===== src/rtl/vending_machine_param.sv =====
`default_nettype none
// ============================================================================
// Module   : vending_machine_param
// Purpose  : Coin-operated vending controller with a parameterised item price.
//            It accepts nickels, dimes and quarters and vends one item once the
//            credit reaches PRICE_N nickels. Any excess credit is returned one
//            nickel per cycle. A cancel request refunds the whole credit.
//            Coins that cannot be taken are reported on o_reject.
// Ports    : i_clk      - rising-edge clock
//            i_rst_n    - asynchronous active-low reset
//            i_nickle   - 5c coin pulse
//            i_dime     - 10c coin pulse
//            i_quarter  - 25c coin pulse
//            i_cancel   - refund request (level)
//            o_soda     - one-cycle dispense pulse
//            o_change   - one pulse per nickel returned
//            o_reject   - coin(s) of previous cycle returned uncredited
//            o_credit   - current credit in nickels
//            o_busy     - vending or returning change
// Revision : 1.0 - initial release
// ============================================================================
module vending_machine_param #(
  parameter int unsigned PRICE_N  = 4,
  parameter int unsigned CREDIT_W = 5
) (
  input  logic                i_clk,
  input  logic                i_rst_n,
  input  logic                i_nickle,
  input  logic                i_dime,
  input  logic                i_quarter,
  input  logic                i_cancel,
  output logic                o_soda,
  output logic                o_change,
  output logic                o_reject,
  output logic [CREDIT_W-1:0] o_credit,
  output logic                o_busy
);

  typedef enum logic [1:0] {
    S_IDLE    = 2'd0,
    S_COLLECT = 2'd1,
    S_VEND    = 2'd2,
    S_CHANGE  = 2'd3
  } state_e;

  // One extra bit so that credit + coin can be compared without wrapping.
  localparam logic [CREDIT_W:0]   C_PRICE_X = (CREDIT_W+1)'(PRICE_N);
  localparam logic [CREDIT_W-1:0] C_PRICE   = CREDIT_W'(PRICE_N);

  state_e              state_q, state_d;
  logic [CREDIT_W-1:0] credit_q, credit_d;
  logic                reject_q, reject_d;

  logic [1:0]          coin_cnt;
  logic                accepting;
  logic                coin_valid;
  logic [CREDIT_W:0]   coin_val;
  logic [CREDIT_W:0]   credit_sum;

  always_ff @(posedge i_clk or negedge i_rst_n) begin
    if (!i_rst_n) begin
      state_q  <= S_IDLE;
      credit_q <= '0;
      reject_q <= 1'b0;
    end else begin
      state_q  <= state_d;
      credit_q <= credit_d;
      reject_q <= reject_d;
    end
  end

  always_comb begin
    coin_cnt   = {1'b0, i_nickle} + {1'b0, i_dime} + {1'b0, i_quarter};
    accepting  = (state_q == S_IDLE) || (state_q == S_COLLECT);
    coin_valid = accepting && (coin_cnt == 2'd1);

    coin_val = '0;
    if (coin_valid) begin
      if (i_nickle)      coin_val = (CREDIT_W+1)'(1);
      else if (i_dime)   coin_val = (CREDIT_W+1)'(2);
      else               coin_val = (CREDIT_W+1)'(5);
    end
    credit_sum = {1'b0, credit_q} + coin_val;

    // Simultaneous coins, or any coin while busy, are bounced back.
    reject_d = (coin_cnt > 2'd1) || ((coin_cnt != 2'd0) && !accepting);

    state_d  = state_q;
    credit_d = credit_q;
    o_soda   = 1'b0;
    o_change = 1'b0;
    o_busy   = 1'b0;

    case (state_q)
      S_IDLE, S_COLLECT: begin
        credit_d = credit_sum[CREDIT_W-1:0];
        // Cancel wins over vend: a same-cycle coin is credited, then refunded.
        if (i_cancel && (credit_sum != '0)) begin
          state_d = S_CHANGE;
        end else if (coin_valid) begin
          state_d = (credit_sum >= C_PRICE_X) ? S_VEND : S_COLLECT;
        end
      end
      S_VEND: begin
        o_soda   = 1'b1;
        o_busy   = 1'b1;
        credit_d = credit_q - C_PRICE;
        state_d  = (credit_q == C_PRICE) ? S_IDLE : S_CHANGE;
      end
      S_CHANGE: begin
        o_change = 1'b1;
        o_busy   = 1'b1;
        credit_d = credit_q - CREDIT_W'(1);
        if (credit_q == CREDIT_W'(1)) state_d = S_IDLE;
      end
      default: begin
        state_d  = S_IDLE;
        credit_d = '0;
      end
    endcase
  end

  assign o_credit = credit_q;
  assign o_reject = reject_q;

endmodule
`default_nettype wire


===== config.mk =====
export PLATFORM = sky130hd
export DESIGN_NAME = vending_machine_param
export DESIGN_NICKNAME = d
export VERILOG_FILES = /design/src/rtl/vending_machine_param.sv
export SDC_FILE = /design/constraint.sdc
export NUM_CORES = 1
export LEC_CHECK = 0
export CORE_MARGIN = 8
export CORE_UTILIZATION = 47
export DETAILED_ROUTE_END_ITERATION = 8
export MAX_ROUTING_LAYER = met4
export PLACE_DENSITY = 0.74
export SLEW_MARGIN = 20
export SYNTH_ARGS = -nofsm -noshare
export SYNTH_HDL_FRONTEND = slang
export SYNTH_SLANG_ARGS = --single-unit

===== constraint.sdc =====
create_clock -name i_clk -period 2.2 [get_ports i_clk]
set_input_delay 0.22 -clock i_clk [delete_from_list [all_inputs] [get_ports i_clk]]
set_output_delay 0.22 -clock i_clk [all_outputs]
set_load 0.01 [all_outputs]

Yosys cells after proc, flatten, opt, wreduce, memory -nomap -nowiden

Index checks and enable logic that the tools add are counted.
Widths: inputs -> output; s select.

Word-level logic and storage cells: 43
Input port bits: 6
Register bits: 8

Muxes and demuxes: 13
Order comparisons: 2
Add/sub/neg operators: 5
Equal/unequal tests: 8
Reduce and logical (&&, ||, !) cells: 12

Operators by type and width:

| cell                | number |
|---|---|
| $pmux 5 s3          | 1 |
| $mux 2              | 5 |
| $add 5x6->6         | 1 |
| $ge 6x3->1 const B  | 1 |
| $mux 3              | 2 |
| $mux 6              | 1 |
| $pmux 2 s3          | 1 |
| $reduce_bool 6->1   | 1 |
| $eq 5x1->1 const B  | 1 |
| $eq 5x3->1 const B  | 1 |
| $sub 5x1->5 const B | 1 |
| $sub 5x3->5 const B | 1 |
| $eq 2x1->1 const B  | 2 |
| $eq 2x2->1 const B  | 2 |
| $reduce_or 2->1     | 2 |
| $logic_and 1x1->1   | 3 |
| $mux 1              | 3 |
| $ne 3x3->1 const B  | 1 |
| $add 1x1->2         | 1 |
| $add 2x1->2         | 1 |
| $gt 2x1->1 const B  | 1 |
| $logic_not 2->1     | 1 |
| $logic_or 1x1->1    | 2 |
| $ne 2x2->1 const B  | 1 |
| other kinds (3)     | 3 |

Logic depth before layout (Yosys ltp)

Gate-level depths: netlist of run 1.

Depth in word-level cells: 11
Depth in mapped cells: 12

Worst setup path before layout of run 1

No wires, ideal clock.

Path kind: input to register
From: input port i_nickle
To: register state_q[0]
Cell stages on the path: 12
Required time: 2.078 ns
Slack: -0.214 ns
Data arrival time: 2.292 ns
Path buffers: 0
Path through: inv_1 -> fa_1 -> and2b_1 -> nand2_1 -> a21oi_1 -> ha_1 -> inv_1 -> fa_1 -> nand2b_1 -> a21oi_1 -> a21oi_1 -> o2bb2ai_1

Cells in the longest elaborated chain, start to end: 11

Ends and longest elaborated chain:

| item                   | RTL line | source |
|---|---|---|
| start: declaration     | 28       | `input logic i_nickle,` |
| $add 1x1->2            | 73       | `coin_cnt = {1'b0, i_nickle} + {1'b0, i_dime} + {1'b0, i_quarter};` |
| $add 2x1->2            | 73       |  |
| $eq 2x1->1             | 75       | `coin_valid = accepting && (coin_cnt == 2'd1);` |
| $logic_and 1x1->1      | 75       |  |
| $mux 6                 | 78       | `if (coin_valid) begin` |
| $add 5x6->6            | 83       | `credit_sum = {1'b0, credit_q} + coin_val;` |
| $ge 6x3->1             | 101      | `state_d = (credit_sum >= C_PRICE_X) ? S_VEND : S_COLLECT;` |
| $mux 2                 | 101      |  |
| $mux 2                 | 100      | `end else if (coin_valid) begin` |
| $mux 2                 | 98       | `if (i_cancel && (credit_sum != '0)) begin` |
| $pmux 2 s3             | 94       | `case (state_q)` |
| end signal: assignment | 66       | `state_q <= state_d;` |
| end: declaration       | 50       | `state_e state_q, state_d;` |

Parallel ways exist; a longest one is shown, timed or not. The select of a mux whose other input is x is not followed.
A chain may end at the register's enable or synchronous reset.

Worst setup path in the final report of run 1

From: input port i_dime
To: register state_q[0]

Cells in the longest elaborated chain, start to end: 11

Ends and longest elaborated chain:

| item               | RTL line | source |
|---|---|---|
| start: declaration | 29       | `input logic i_dime,` |
| $add 1x1->2        | 73       |  |
| $add 2x1->2        | 73       |  |
| $eq 2x1->1         | 75       |  |
| $logic_and 1x1->1  | 75       |  |
| $mux 6             | 78       |  |
| $add 5x6->6        | 83       |  |
| $ge 6x3->1         | 101      |  |
| $mux 2             | 101      |  |
| $mux 2             | 100      |  |
| $mux 2             | 98       |  |
| $pmux 2 s3         | 94       |  |

Parallel ways exist; a longest one is shown, timed or not. The select of a mux whose other input is x is not followed.

==> out/metrics.cfg, run 1 <==
[final_layout]
layout_commonest_cell = clkdlybuf4s50_1
nets = 121
final_layout_size_suffix_gt1_frac = 0.330
layout_common_cells = 11 x clkdlybuf4s50_1, 10 x buf_4, 8 x inv_1, 8 x dfrtp_1, 7 x ha_1
n_antenna_cell = 0
final_util = 0.674
area_growth_syn_to_layout_pct = 37.7
fillers = 129

[power]
seqPwrFrac = 0.264
combPwrFrac = 0.628
clkPwrFrac = 0.109
swShare = 0.428
fin_total_pwr_w = 0.00116
vdd_drop_max_mv = 0.695
p_leak_nw = 0.462
p_int_w = 0.000663
p_switching_w = 0.000495
power.density_nw_per_um2 = 1170

[floorplan]
initial_core_util = 0.490
core_area_um2 = 1470
die_x_um = 55.2
dieHeight_um = 55.2
io_pins = 15
die_area_um2 = 3040
num_rows = 14

[routing]
drtAntennaViolNets = 0
wl_um = 1750
wl_per_cell_um = 14.7
first_iter_violations = 16
num_vias = 639
firstDrtPassIters = 4
vias_per_cell = 5.37
drc = 0

[worst_setup_path]
crit_fanout = 2
cp_data_required_time_ns = 2.35
crit_arrival_ns = 2.42
cp-start-kind = primary input
path_class = in2reg
end_kind = flop

[logic_synthesis]
syn_avg_cell_area_um2 = 9.12
muxShareOfSynthArea = 0.0278
yosysTopAreaCell = dfrtp_1
synthesis.nets = 95
yosys.area_share.simple = 0.165
synth-adder-area-share = 0.194
synth_cell_type_count = 32
yosysTopAreaCellShare = 0.278
synth_top_family_by_area = adder cells
synthesis.area_um2 = 721
synth_warnings = 0
postSynthCellCount = 79
synthTopCellsByArea = dfrtp_1 28%, ha_1 14%, inv_1 6.3%, fa_1 5.6%, a21oi_1 4.9%
seq_area_frac_synth = 0.278
synth_compound_area_frac = 0.184
ys_ff_latch = 8
synth_xor_area_frac = 0.0608

[timing]
rsz0062_at_grt = true
setup_viol = 2
fin_ws_ns = -0.0751
fmax_mhz = 440
slew_viol_final = 0
clock-skew-final_ns = 0.00655
maxSlewHeadroom = 0.737
period_share = 1.03
tightestPinTransition_ns = 0.393
fin_crit_ns = 2.28
hold_viol = 0

[global_routing]
grt-busiest-layer = met2
met3_usage = 0.0214
grtUsageMet2 = 0.218
grt_usage = 0.135
use_met1 = 0.145
grt_first_pass_wirelength_um = 2900
grt_max_degree = 12
grt_pass1_vias = 688
grt-ovfl-total = 0
antenna_found_initial = 0

[place]
dp_slack_ns = -0.822
place_hpwl_um = 1330
gp_congestion = 0.805
numPortBuffers = 14

[status]
violations = setup timing
status = complete, but fails checks

[cts]
h-tree-depth = 1
worstSkewPairLatency_ns = 0.27
cts_tree = built
clock_sinks = 8
clk_path_buf_depth = 2
numCtsBuffers = 3
cts_root_buf = clkbuf_4
path_clk_slew_ns = 0.07

[hold_path]
min_path_type = in2async

[flow_run]
drv_cap = 0

registers in the layout (all words and copies together), names as in the netlist:
register  count
o_reject      1
o_credit      5
state_q       2
cells by family (layout without fill, tap and decap cells):
group	after synthesis	in the layout
simple gates	20	20
compound gates	19	19
buf+inv	15	39
fa+ha+maj	10	10
flops	8	8
xor+xnor	5	5
mux	2	2
worst max-delay path: stages:
cell,delay (ns)
buf_8,0.08
inv_4,0.03
fa_1,0.47
and2b_1,0.24
nand2_2,0.07
a21oi_2,0.10
ha_2,0.20
inv_2,0.04
fa_2,0.53
nand2b_1,0.07
a21oi_2,0.19
a21oi_2,0.07
o2bb2ai_1,0.13
per-layer routing:
layer  vias to the layer above  routed length (µm)
met3                         7                  42
met2                        19                 870
met5                         -                   0
met1                       300                 776
li1                        313                   -
met4                         0                  57
synthesized netlist by cell type:
| cell | count |
|---|---|
| buf_2 | 1 |
| o31ai_1 | 1 |
| clkbuf_1 | 1 |
| fa_1 | 2 |
| a211oi_2 | 1 |
| o21bai_1 | 2 |
| nand2b_1 | 1 |
| nand3b_1 | 1 |
| nor3_1 | 2 |
| o21ai_1 | 3 |
| a21oi_1 | 7 |
| xnor2_1 | 4 |
| mux2i_1 | 2 |
| nor2_1 | 4 |
| xor2_1 | 1 |
| inv_1 | 12 |
| nor2b_2 | 2 |
| ha_1 | 8 |
| o21bai_2 | 1 |
| nand2_1 | 4 |
| nor2b_1 | 1 |
| o2bb2ai_1 | 1 |
| and2b_1 | 1 |
| and2_1 | 1 |
| o22ai_2 | 1 |
| nand4_1 | 1 |
| dfrtp_1 | 8 |
| nand3_2 | 1 |
| o22ai_1 | 1 |
| a21oi_2 | 1 |
| buf_6 | 1 |
| or3_4 | 1 |
per-stage QoR:
step / setup TNS, ns / hold WS [ns] / cell area (µm²) / std cells
detailed placement: -4.26 / 0.538 / 925 / 114
CTS: -0.107 / 0.256 / 977 / 119
floorplan: -0.540 / -0.0756 / 724 / 79
finish: -0.131 / 0.237 / 992 / 119
global placement: -3.82 / 0.532 / 925 / 114
global route: -0.302 / 0.272 / 992 / 119
timing repair:
| action | in CTS | in global routing |
|---|---|---|
| endpoints found under the setup margin | 6 | 3 |
| gates resized for setup | 22 | 4 |
| pin swaps | 6 | 5 |
| buffers inserted | 2 | 0 |
| hold buffers | 0 | 0 |
power by group through the flow:
stage               clock, W  combinational, W  sequential [W]
global route        0.000135          0.000796        0.000314
finish              0.000126          0.000727        0.000305
floorplan                  0          0.000422        0.000304
CTS                 0.000123          0.000722        0.000303
detailed placement         0          0.000702        0.000306
global placement           0          0.000682        0.000304
worst paths after layout:
kind | endpoint | start | slack [ns] | cells past startpoint
setup / recovery | state_q[0] | i_dime | -0.08 | 13
hold reg to reg | o_credit[4] | o_credit[4] | 0.56 | 1
min in group i_clk | o_reject | i_quarter | 0.35 | 4
max in group asynchronous | state_q[0] | i_rst_n | 1.68 | 1
hold / removal | o_credit[2] | i_rst_n | 0.24 | 1
setup reg to reg | state_q[0] | state_q[1] | 0.20 | 10
final cells by class:
class	count	area, µm²	area share
Inverter	12	47.5	0.0479
Multi-Input combinational cell	56	479	0.483
Timing Repair Buffer	24	223	0.224
Sequential cell	8	200	0.202
Clock buffer	3	22.5	0.0227
Tap cell	16	20.0	0.0202
No activity file was read; power rests on OpenSTA's default activity.
==> run 2: changes to the inputs <==
- TNS_END_PERCENT: unset -> 1
==> run 2 against run 1 <==
The flow still finishes with violations (setup timing). Sequential share of layout area hardly changed. Non-clock buffer count decreased by 1. Largest power group unchanged. Wire length decreased by 9.7%. Hold slack improved by 0.010 ns. Largest cell class unchanged. Count of clock-buffer cells in the layout is the same. Die area is the same. Critical path depth is the same. Register-to-register slack better by 0.06 ns. Sequential power about the same.
==> out/metrics.cfg, run 2 (same netlist as run 1, synthesis figures left out) <==
[cts]
h-tree-depth = 1  ; unchanged
path_clk_slew_ns = 0.06  ; about the same
numCtsBuffers = 3  ; unchanged
clk_path_buf_depth = 2  ; unchanged
hold_buffers = 0  ; unchanged
cts_tree = built
clock_sinks = 8  ; unchanged
worstSkewPairLatency_ns = 0.27  ; about the same
cts_root_buf = clkbuf_4

[timing]
setup_viol = 1  ; -1
fin_ws_ns = -0.0722  ; +0.00282 ns
clock-skew-final_ns = 0.00893  ; +0.00238 ns
slew_viol_final = 0  ; unchanged
maxSlewHeadroom = 0.729  ; -0.00839
fin_crit_ns = 2.27  ; -0.00282 ns
hold_viol = 0  ; unchanged
fmax_mhz = 440  ; +0.12%
tightestPinTransition_ns = 0.406  ; +0.0125 ns
period_share = 1.03  ; -0.00128
rsz0062_at_grt = true

[worst_setup_path]
end_kind = flop
cp_data_required_time_ns = 2.34  ; about the same
reg2reg_depth = 10  ; unchanged
cp-start-kind = primary input
crit_arrival_ns = 2.41  ; about the same
crit_fanout = 2  ; unchanged
path_class = in2reg

[place]
numPortBuffers = 14  ; unchanged
gp_congestion = 0.846  ; +5.1%
placedCellCount = 114  ; unchanged
dpl_cell_area_um2 = 925  ; unchanged
place_hpwl_um = 1280  ; -3.8%

[global_routing]
grt-ovfl-total = 0  ; unchanged
grt-busiest-layer = met2
grt_usage = 0.129  ; -0.00553
antenna_found_initial = 0  ; unchanged
grtUsageMet2 = 0.203  ; -0.0149
grt_max_degree = 12  ; unchanged
use_met1 = 0.156  ; +0.0108
grt_first_pass_wirelength_um = 2750  ; -5.2%
grt_pass1_vias = 612  ; -11%
met3_usage = 0.0241  ; +0.00267

[routing]
drc = 0  ; unchanged
vias_per_cell = 5.13  ; -4.5%
wl_um = 1580  ; -9.7%
wl_per_cell_um = 13.4  ; -9.0%
num_vias = 605  ; -5.3%
firstDrtPassIters = 2  ; -2
first_iter_violations = 5  ; -11
drtAntennaViolNets = 0  ; unchanged

[floorplan]
die_area_um2 = 3040  ; unchanged
core_area_um2 = 1470  ; unchanged
initial_core_util = 0.490  ; unchanged
die_x_um = 55.2  ; unchanged
num_rows = 14  ; unchanged
io_pins = 15  ; unchanged
dieHeight_um = 55.2  ; unchanged

[final_layout]
layout_common_cells = 11 x clkdlybuf4s50_1, 9 x buf_4, 8 x inv_1, 8 x dfrtp_1, 7 x ha_1
layout_commonest_cell = clkdlybuf4s50_1
area_growth_syn_to_layout_pct = 37.8
final_cell_area_um2 = 993  ; +0.13%
largest_register_ffs = 5  ; unchanged
n_antenna_cell = 0  ; unchanged
final_layout_size_suffix_gt1_frac = 0.343  ; +0.0130
layout.cells.non_filler = 118  ; -0.84%
nets = 120  ; -0.83%

[status]
status = complete, but fails checks
violations = setup timing

[power]
vdd_drop_max_mv = 0.886  ; +27%
p_leak_nw = 0.459  ; -0.71%
power.density_nw_per_um2 = 1160  ; -0.43%

[flow_run]
drv_cap = 0  ; unchanged

[hold_path]
min_path_type = in2async

run 2: path summary, 6_finish.rpt:
path / startpoint / to / slack [ns]
setup / recovery: i_dime / state_q[0] / -0.07
hold / removal: i_rst_n / o_credit[4] / 0.25
setup reg to reg: state_q[1] / state_q[0] / 0.26
hold reg to reg: o_credit[4] / o_credit[4] / 0.57
max in group asynchronous: i_rst_n / state_q[1] / 1.66
min in group i_clk: i_quarter / o_reject / 0.36
run 2: final cells by class:
| cell class | instances | area [µm²] |
|---|---|---|
| Tap cell | 16 | 20.0 |
| Fill cell | 118 | 478 |
| Multi-Input combinational cell | 56 | 488 |
| Timing Repair Buffer | 23 | 215 |
| Sequential cell | 8 | 200 |
| Clock buffer | 3 | 22.5 |
| Inverter | 12 | 47.5 |
run 2: what timing repair did:
| action | CTS | global route |
|---|---|---|
| setup buffers | 1 | 0 |
| resized for setup | 22 | 6 |
| endpoints found under the setup margin | 6 | 5 |
| pin swaps | 8 | 7 |
run 2: layer usage:
| metal | part of all wire | vias up |
|---|---|---|
| met3 | 0.024 | 3 |
| li1 | - | 311 |
| met4 | 0.016 | 0 |
| met1 | 0.48 | 282 |
| met5 | 0 | - |
| met2 | 0.48 | 9 |
run 2: worst max-delay path, cell delays in order:
cell and delay [ns]:
buf_8 0.07, inv_4 0.03, fa_1 0.48, and2b_1 0.24, nand2_2 0.07, a21oi_2 0.10
ha_2 0.19, inv_2 0.04, fa_2 0.53, nand2b_1 0.07, a21oi_2 0.17, a21oi_2 0.07
o2bb2ai_1 0.13
run 2: where the power goes:
group | leakage [nW] | internal (W) | switching (W)
clock network | 0.0138 | 0.0000629 | 0.0000565
registers | 0.0865 | 0.000210 | 0.0000936
logic | 0.359 | 0.000394 | 0.000338
run 2: per-stage QoR:
step	util	power (W)	setup slack, ns	TNS (ns)	hold slack, ns
after floorplan	-	0.000726	-0.197	-0.540	-0.0756
after global placement	0.628	0.000989	-0.722	-3.77	0.529
after detailed placement	0.628	0.00100	-0.794	-4.20	0.538
after CTS	0.659	0.00113	-0.0614	-0.0618	0.258
after global routing	0.675	0.00125	-0.206	-0.610	0.269
final	0.675	0.00115	-0.0722	-0.0722	0.248
